--- src/rtl/sram_b_fifo_ctrl.sv ---
// rtl/sram_b_fifo_ctrl.sv - FIFO controller around a 1w:1r sram_b with a 2-entry registered output buffer
//
// Purpose: streams words through an external 1-write/1-read SRAM. Reads are
// issued ahead into a 2-entry output buffer so that one push and one pop per
// cycle are sustained despite the one-cycle SRAM read latency.
//
// Ports:
//   CLK, RSTN        clock, synchronous active-low reset
//   FLUSH            synchronous discard of all contents
//   WR_VALID/WR_READY/WR_DATA   push handshake and data
//   RD_VALID/RD_READY/RD_DATA   pop handshake and registered head word
//   COUNT, FULL, EMPTY          total occupancy (memory + in-flight + buffer)
//   MEM_CE0/A0/D0/WE0/WEM0      SRAM write port
//   MEM_CE1/A1, MEM_Q1          SRAM read port, Q1 valid the cycle after CE1

module sram_b_fifo_ctrl #(
  parameter int ABITS = 16,
  parameter int DBITS = 8
) (
  input  logic             CLK,
  input  logic             RSTN,
  input  logic             FLUSH,
  input  logic             WR_VALID,
  output logic             WR_READY,
  input  logic [DBITS-1:0] WR_DATA,
  output logic             RD_VALID,
  input  logic             RD_READY,
  output logic [DBITS-1:0] RD_DATA,
  output logic [ABITS:0]   COUNT,
  output logic             FULL,
  output logic             EMPTY,
  output logic             MEM_CE0,
  output logic [ABITS-1:0] MEM_A0,
  output logic [DBITS-1:0] MEM_D0,
  output logic             MEM_WE0,
  output logic [DBITS-1:0] MEM_WEM0,
  output logic             MEM_CE1,
  output logic [ABITS-1:0] MEM_A1,
  input  logic [DBITS-1:0] MEM_Q1
);

  localparam logic [ABITS:0] DEPTH = {1'b1, {ABITS{1'b0}}};

  logic [ABITS-1:0] wr_ptr;
  logic [ABITS-1:0] rd_ptr;
  logic [ABITS:0]   mem_cnt;
  logic             inflight;
  logic [1:0]       ob_cnt;
  logic [DBITS-1:0] ob0;      // head of the output buffer, drives RD_DATA
  logic [DBITS-1:0] ob1;

  logic       run;
  logic       push;
  logic       pop;
  logic       rd_issue;
  logic [2:0] pipe_occ;

  // Nothing moves during reset or flush.
  assign run = RSTN & ~FLUSH;

  assign COUNT    = mem_cnt + {{ABITS{1'b0}}, inflight} + {{(ABITS-1){1'b0}}, ob_cnt};
  assign FULL     = (COUNT == DEPTH);
  assign EMPTY    = (COUNT == '0);
  assign WR_READY = RSTN & ~FULL;
  assign RD_VALID = (ob_cnt != 2'd0);
  assign RD_DATA  = ob0;

  assign push = run & WR_VALID & WR_READY;
  assign pop  = run & RD_READY & RD_VALID;

  // Words already committed to the buffer (held or arriving next edge).
  // A read may be issued only if its result will find a free buffer slot,
  // counting the slot freed by a pop in this cycle.
  assign pipe_occ = {1'b0, ob_cnt} + {2'b00, inflight};
  assign rd_issue = run & (mem_cnt != '0) & ((pipe_occ - {2'b00, pop}) < 3'd2);

  // A word written this cycle is only counted in mem_cnt from the next
  // cycle, so the read port can never address the word being written.
  assign MEM_CE0  = push;
  assign MEM_WE0  = push;
  assign MEM_WEM0 = {DBITS{push}};
  assign MEM_A0   = wr_ptr;
  assign MEM_D0   = WR_DATA;
  assign MEM_CE1  = rd_issue;
  assign MEM_A1   = rd_ptr;

  always_ff @(posedge CLK) begin
    if (!RSTN) begin
      wr_ptr   <= '0;
      rd_ptr   <= '0;
      mem_cnt  <= '0;
      inflight <= 1'b0;
      ob_cnt   <= 2'd0;
      ob0      <= '0;
      ob1      <= '0;
    end else if (FLUSH) begin
      // Dropping inflight discards the MEM_Q1 that arrives next cycle.
      wr_ptr   <= '0;
      rd_ptr   <= '0;
      mem_cnt  <= '0;
      inflight <= 1'b0;
      ob_cnt   <= 2'd0;
    end else begin
      if (push) begin
        wr_ptr <= wr_ptr + 1'b1;
      end
      if (rd_issue) begin
        rd_ptr <= rd_ptr + 1'b1;
      end
      mem_cnt  <= mem_cnt + {{ABITS{1'b0}}, push} - {{ABITS{1'b0}}, rd_issue};
      inflight <= rd_issue;

      // A capture always finds ob_cnt <= 1 thanks to the issue rule above.
      case ({pop, inflight})
        2'b10: begin
          ob0    <= ob1;
          ob_cnt <= ob_cnt - 2'd1;
        end
        2'b01: begin
          if (ob_cnt == 2'd0) begin
            ob0 <= MEM_Q1;
          end else begin
            ob1 <= MEM_Q1;
          end
          ob_cnt <= ob_cnt + 2'd1;
        end
        2'b11: begin
          if (ob_cnt == 2'd1) begin
            ob0 <= MEM_Q1;
          end else begin
            ob0 <= ob1;
            ob1 <= MEM_Q1;
          end
        end
        default: begin
        end
      endcase
    end
  end

endmodule

--- config.mk ---
export PLATFORM = sky130hd
export DESIGN_NAME = sram_b_fifo_ctrl
export DESIGN_NICKNAME = d
export VERILOG_FILES = /design/src/rtl/sram_b_fifo_ctrl.sv
export SDC_FILE = /design/constraint.sdc
export NUM_CORES = 1
export LEC_CHECK = 0
export BUFFER_PORTS_ARGS = -buffer_cell sky130_fd_sc_hd__buf_2
export CAP_MARGIN = 30
export CELL_PAD_IN_SITES_DETAIL_PLACEMENT = 1
export CELL_PAD_IN_SITES_GLOBAL_PLACEMENT = 2
export CORE_MARGIN = 2
export CORE_UTILIZATION = 35
export CTS_CLUSTER_DIAMETER = 30
export DETAILED_ROUTE_END_ITERATION = 12
export MAX_ROUTING_LAYER = met4
export PLACE_DENSITY_LB_ADDON = 0.25
export SETUP_SLACK_MARGIN = 0.4
export SLEW_MARGIN = 20
export SYNTH_ARGS = -nofsm -noshare
export SYNTH_HDL_FRONTEND = slang
export SYNTH_SLANG_ARGS = --single-unit
--- constraint.sdc ---
create_clock -name CLK -period 12.8 [get_ports CLK]
set_input_delay 1.92 -clock CLK [delete_from_list [all_inputs] [get_ports CLK]]
set_output_delay 1.92 -clock CLK [all_outputs]
set_load 0.005 [all_outputs]
==> metrics.yaml, run 1 <==
sta:
  finalSetupTns_ps: 0
  setup_violations: 0
  min_period_ps: 6270
  fmax_ghz: 0.160
  hold_viol: 0
  fin_crit_sh_pct: 49.0
  fin_skew_ps: 4.84
  slew_violations: 0
  worst_pin_slew_ps: 900
  max_slew_margin_pct: 39.9
  rsz0062_at_grt: "false"
synthesis:
  synth_top_area_share_pct: 29.2
  synth_area_per_cell_um2: 8.60
  synth_seq_area_share_pct: 29.2
  syn_nets: 612
  synth_cell_types: 57
  synth_xor_area_share_pct: 8.83
  ys_warn_count: 0
  synthCells: 542
  synth_compound_area_share_pct: 14.0
  ys_async_sr_fraction_pct: 0
  yosys.area_share.simple_pct: 22.4
  synth_edf_count: 0
  ys_ff_latch: 68
  yosysMostFrequentCell: "dfxtp_1"
  yosys-top-cells-area: "dfxtp_1 29%, ha_1 12%, xnor2_1 6.0%, nor2_1 4.2%, mux2i_1 4.1%"
  synth_top_family_by_area: "simple AND/OR/NAND/NOR gates"
  synth_fa_ha_area_share_pct: 13.8
  synth_common_cells: "68 x dfxtp_1, 52 x nor2_1, 45 x ha_1"
  synthFlopType: "dfxtp_1"
  muxShareOfSynthArea_pct: 4.08
  synth_area_um2: 4660
  synth.largest_area_cell: "dfxtp_1"
drt:
  drtIter0Drc: 124
  vias: 4015
  post_drt_via_cell_ratio: 5.09
  drc_errors: 0
  avgRoutedWirePerCell_um: 15.7
  wl_mm: 12.4
  postRouteAntennaNets: 0
  detail_route.first_pass.iterations: 4
power_and_ir_drop:
  power.internal_mw: 0.645
  peakVddDrop_uv: 93.6
  p_switching_mw: 0.442
  fin_total_pwr_mw: 1.09
  pwr-share-clk_pct: 25.3
  switching_share_pct: 40.7
  p_leak_nw: 2.53
  power.density_nw_per_um2: 199
  combPwrFrac_pct: 48.6
  seqPwrFrac_pct: 26.1
cells_and_area:
  num_antenna_cells: 0
  drive_above_1_share_pct: 18.9
  nNetsFinal: 678
  n_fill_cell: 1599
  syn_to_final_growth_pct: 17.0
floorplan:
  dieWidth_um: 119
  initial_core_util_pct: 35.5
  rows: 42
  core_um2: 13100
  pin_count: 101
  die-area_um2: 14300
  die_y_um: 119
critical_path:
  required_ps: 10880
  crit_start: "RSTN"
  ff2ff_path_depth: 18
  cp.depth: 9
  reg2reg_from: "inflight$_SDFF_PP0_"
  crit_fanout: 19
  r2r_setup_slack_ps: 7220
  crit_slowest_cell: "nor4_4"
  cp.arrival_ps: 4350
  cp_slowest_stage_delay_ps: 610
  path_cells: "buf_2, nor2b_1, nand3_1, inv_1, ha_1, nor2_1, fa_1, nor4_4, buf_2"
  cp-start-kind: "primary input"
  worstSetupEndpoint: "MEM_CE1"
  critPathKind: "primary input to primary output"
  path_buf_inv: 3
  end_kind: "primary output"
  critPathMostFrequentCell: "buf_2"
  cpLargestDelayFamily: "simple AND/OR/NAND/NOR gates"
  worstReg2RegEnd: "mem_cnt[16]$_SDFF_PP0_"
global_routing:
  antenna_found_initial: 0
  first_global_vias: 4101
  grt_usage_pct: 18.5
  grt_first_pass_wirelength_mm: 20.6
  grt_max_degree: 44
  grt_remaining_overflow: 0
placed_design:
  portBuffers: 84
  globalplace.congestion: 0.810
  dp_hpwl_mm: 9.34
clocking:
  path_clk_slew_ps: 60
  cts_max_path_buffers: 2
  cts_tree: "yes"
  cts_made_buffers: 9
  worst_skew_pair.late_latency_ps: 340
  htreeDepth: 3
  clockRootBuffer: "clkbuf_16"
  post-cts-setup-buffers: 0
  cts_resized: 0
  cts_sinks: 68
  cts_hold_buf: 0
run:
  cap_violations: 0
status:
  status: "finished clean"
hold_path:
  worstHoldPathCells: 1
  hold_path.class: "flip-flop to flip-flop"
-- layer usage --
metal	wire length, um	GRT usage [%]	share of wire, %
met3	333	2.63	2.7
met5	0	-	0
met1	5750	22.2	46
met4	237	6.84	1.9
met2	6090	31.6	49
-- worst min path at each step --
stage                              endpoint                    start
finish              RD_DATA[4]$_SDFFE_PN0P_  RD_DATA[4]$_SDFFE_PN0P_
global route        RD_DATA[0]$_SDFFE_PN0P_  RD_DATA[0]$_SDFFE_PN0P_
CTS                  MEM_A0[5]$_SDFFE_PP0N_   MEM_A0[5]$_SDFFE_PP0N_
detailed placement   MEM_A0[5]$_SDFFE_PP0N_   MEM_A0[5]$_SDFFE_PP0N_
global placement     MEM_A0[5]$_SDFFE_PP0N_   MEM_A0[5]$_SDFFE_PP0N_
floorplan            MEM_A0[5]$_SDFFE_PP0N_   MEM_A0[5]$_SDFFE_PP0N_
-- flip-flops by register name, summed over array words and instances (netlist names) --
register and count:
RD_DATA 8, inflight 1, MEM_A1 16, ob_cnt 2, mem_cnt 17, ob1 8
MEM_A0 16
-- power groups by stage --
stage / clock network [mW] / registers (mW) / logic [mW]
4_1_cts: 0.282 / 0.284 / 0.536
3_3_place_gp: 0 / 0.287 / 0.517
6_report: 0.275 / 0.284 / 0.529
5_1_grt: 0.289 / 0.289 / 0.599
2_1_floorplan: 0 / 0.272 / 0.404
3_5_place_dp: 0 / 0.289 / 0.527
-- metrics by stage --
step           area [um2]  util (%)  worst slack, ps  hold WS, ps  std cells
6_report             5450      41.5             6530          491        789
5_1_grt              5450      41.5             6010          524        789
4_1_cts              5450      41.4             6490          497        788
3_5_place_dp         5120      39.0             6150          475        772
3_3_place_gp         5120      39.0             6360          466        772
2_1_floorplan        4660         -             6570          460        542
-- cells by family (layout without fill, tap and decap cells) --
family / after synthesis / after routing
AO/OA/AOI/OAI: 85 / 85
XOR/XNOR: 47 / 47
adder cells (fa/ha/maj): 49 / 49
flip-flops: 68 / 68
multiplexers: 19 / 19
AND/OR/NAND/NOR: 200 / 200
buffers and inverters: 74 / 145
-- placed cells by master (no fill, tap or decap), types with 15 or more instances in the layout --
cell type / n
buf_2: 84
dfxtp_1: 68
nor2_1: 52
ha_1: 45
nand2_1: 41
inv_1: 40
xnor2_1: 32
mux2i_1: 19
nor2b_1: 18
a21oi_1: 16
xor2_1: 15
-- layout make-up --
cell class	instances	area, um2	area share, %
multi-input cells	400	2940	53.9
flip-flops and latches	68	1360	25.0
repair buffers	88	450	8.26
clock buffers	10	239	4.38
well taps	176	220	4.04
inverters	41	156	2.87
clock inverters	6	86.3	1.58
No activity file was read; power rests on OpenSTA's default activity.
==> run 2: changes to the inputs <==
CORE_UTILIZATION = 29   (was 35)
clock period = 5.7 ns   (was 12.8 ns; I/O delays follow)
==> run 2 against run 1 <==
Effect of this change: count of clock-buffer cells in the layout unchanged; total power rose by 130%; worst hold slack hardly changed; clock skew increased by 1.1 ps; sequential share of layout area decreased by 0.52 points; die area increased by 20%; utilization is 6.2 points lower; first-iteration DRC count grew 15%; via count increased by 0.65%; flip-flop and latch count unchanged; setup slack worse by 5700 ps; critical endpoint is now mem_cnt[16]$_SDFF_PP0_.
==> metrics.yaml, run 2 (synthesized netlist as in run 1, its figures left out) <==
power_and_ir_drop:
  p_leak_nw: 2.56  # +1.2%
  switching_share_pct: 41.0  # +0.32 points
  pwr-share-clk_pct: 25.3  # about the same
  power.density_nw_per_um2: 451  # +130%
  combPwrFrac_pct: 49.3  # +0.7 points
  seqPwrFrac_pct: 25.4  # -0.7 points
  peakVddDrop_uv: 224  # +140%
  power.internal_mw: 1.48  # +130%
  fin_total_pwr_mw: 2.51  # +130%
  p_switching_mw: 1.03  # +130%
critical_path:
  critPathKind: "flip-flop to flip-flop"
  ff2ff_path_depth: 18  # unchanged
  worstReg2RegEnd: "mem_cnt[16]$_SDFF_PP0_"
  cp-start-kind: "flip-flop"
  reg2reg_from: "inflight$_SDFF_PP0_"
  worstSetupEndpoint: "mem_cnt[16]$_SDFF_PP0_"
  crit_start: "inflight$_SDFF_PP0_"
  required_ps: 5930  # -4950 ps
  crit_slowest_cell: "or4_4"
  crit_fanout: 18  # -1
  path_cells: "inv_1, fa_1, fa_1, and4b_4, mux2i_1, o2111ai_1, or4_4, o31ai_4, inv_4, ha_1, inv_1, fa_1, nor2b_1, o21ai_1, a31oi_2, a211oi_2, o21ai_0, a31o_2"
  cp.arrival_ps: 5120  # +770 ps
  r2r_setup_slack_ps: 810  # -6410 ps
  critPathMostFrequentCell: "fa_1"
  end_kind: "flip-flop"
  cp_slowest_stage_delay_ps: 470  # -140 ps
clocking:
  worst_skew_pair.late_latency_ps: 340  # about the same
  cts_hold_buf: 0  # unchanged
  cts_tree: "yes"
  cts_made_buffers: 9  # unchanged
  htreeDepth: 3  # unchanged
  cts_sinks: 68  # unchanged
  cts_max_path_buffers: 2  # unchanged
  path_clk_slew_ps: 60  # about the same
  clockRootBuffer: "clkbuf_16"
cells_and_area:
  syn_to_final_growth_pct: 19.5
  nNetsFinal: 683  # +0.74%
  num_antenna_cells: 0  # unchanged
  final_common_cell: "buf_2"
  multi_input_area_um2: 2960  # +0.68%
  final_core_util_pct: 35.3  # -6.2 points
  largest-register: "mem_cnt"
  largest_reg_flops: 17  # unchanged
  regArea_um2: 1360  # unchanged
  n_fill_cell: 1897  # +19%
  final_cell_mix: "84 x buf_2, 68 x dfxtp_1, 52 x nor2_1, 45 x ha_1, 41 x nand2_1"
  drive_above_1_share_pct: 20.2  # +1.3 points
drt:
  wl_mm: 12.9  # +4.3%
  drc_errors: 0  # unchanged
  vias: 4041  # +0.65%
  avgRoutedWirePerCell_um: 15.5  # -1.3%
  drtIter0Drc: 143  # +15%
  postRouteAntennaNets: 0  # unchanged
  detail_route.first_pass.iterations: 4  # unchanged
  post_drt_via_cell_ratio: 4.85  # -4.8%
sta:
  fmax_ghz: 0.204
  finalSetupTns_ps: 0  # unchanged
  worst_pin_slew_ps: 761  # -139 ps
  slew_violations: 0  # unchanged
  setup_violations: 0  # unchanged
  hold_viol: 0  # unchanged
  max_slew_margin_pct: 47.8  # +8.0 points
  fin_skew_ps: 5.97  # +1.13 ps
  fin_crit_sh_pct: 85.8
  rsz0062_at_grt: "false"
  min_period_ps: 4890
global_routing:
  antenna_found_initial: 0  # unchanged
  first_global_vias: 4058  # -1.0%
  grt_usage_pct: 15.9  # -2.6 points
  grt_first_pass_wirelength_mm: 20.7  # +0.33%
  grt_max_degree: 43  # -2.3%
  grt_remaining_overflow: 0  # unchanged
placed_design:
  dp_hpwl_mm: 9.84  # +5.3%
  portBuffers: 84  # unchanged
  globalplace.congestion: 0.805  # -0.68%
floorplan:
  pin_count: 101  # unchanged
  initial_core_util_pct: 29.6  # -5.9 points
  dieWidth_um: 131  # +9.5%
  die-area_um2: 17100  # +20%
  core_um2: 15800  # +20%
  die_y_um: 131  # +9.5%
  rows: 46  # +9.5%
run:
  cap_violations: 0  # unchanged
status:
  status: "finished clean"
hold_path:
  hold_path.class: "flip-flop to flip-flop"
[run 2: metrics by stage]
stage / area, um2 / instances / setup slack [ps] / hold WS [ps]
global placement: 5190 / 814 / 528 / 467
global route: 5570 / 834 / 434 / 511
detailed placement: 5200 / 816 / 268 / 468
finish: 5570 / 834 / 810 / 491
CTS: 5550 / 833 / 505 / 491
floorplan: 4660 / 542 / 530 / 460
[run 2: final cells by class]
class                           instances  area share (%)
Inverter                               41            2.81
Timing Repair Buffer                   93            8.76
Clock inverter                          6            1.71
Multi-Input combinational cell        400            53.1
Sequential cell                        68            24.4
Clock buffer                           10            4.29
Tap cell                              216            4.85
[run 2: power by group through the flow]
stage | Combinational, mW | Sequential (mW) | Clock (mW)
detailed placement | 1.21 | 0.649 | 0
floorplan | 0.907 | 0.611 | 0
global placement | 1.18 | 0.645 | 0
global route | 1.39 | 0.650 | 0.676
CTS | 1.22 | 0.639 | 0.656
finish | 1.24 | 0.638 | 0.636
[run 2: what timing repair did]
item,CTS,global route
pin swaps,1,1
setup buffers,1,1
endpoints found under the setup margin,2,3
gates resized for setup,0,5
cloned,0,0
[run 2: per-layer routing]
metal / vias up / track usage, % / wire [um]
met5: - / - / 0
met3: 15 / 2.40 / 420
met1: 1960 / 20.0 / 6170
met4: 0 / 6.01 / 233
li1: 2009 / - / -
met2: 57 / 25.8 / 6120
[run 2: worst min-delay path by stage]
stage                                        end  cells after the start              startpoint
final                     MEM_A0[5]$_SDFFE_PP0N_                      1  MEM_A0[5]$_SDFFE_PP0N_
after global routing      MEM_A0[5]$_SDFFE_PP0N_                      1  MEM_A0[5]$_SDFFE_PP0N_
after floorplan           MEM_A0[5]$_SDFFE_PP0N_                      1  MEM_A0[5]$_SDFFE_PP0N_
after detailed placement  MEM_A0[5]$_SDFFE_PP0N_                      1  MEM_A0[5]$_SDFFE_PP0N_
after global placement    MEM_A0[5]$_SDFFE_PP0N_                      1  MEM_A0[5]$_SDFFE_PP0N_
after CTS                 MEM_A0[5]$_SDFFE_PP0N_                      1  MEM_A0[5]$_SDFFE_PP0N_
[run 2: worst max-delay path: cells and delay by family, from the launching register on]
family	cells	cell delay, ps
AO/OA/AOI/OAI	7	1560
multiplexers	1	250
flip-flops	1	360
adder cells (fa/ha/maj)	4	1310
buffers and inverters	3	310
AND/OR/NAND/NOR	3	970
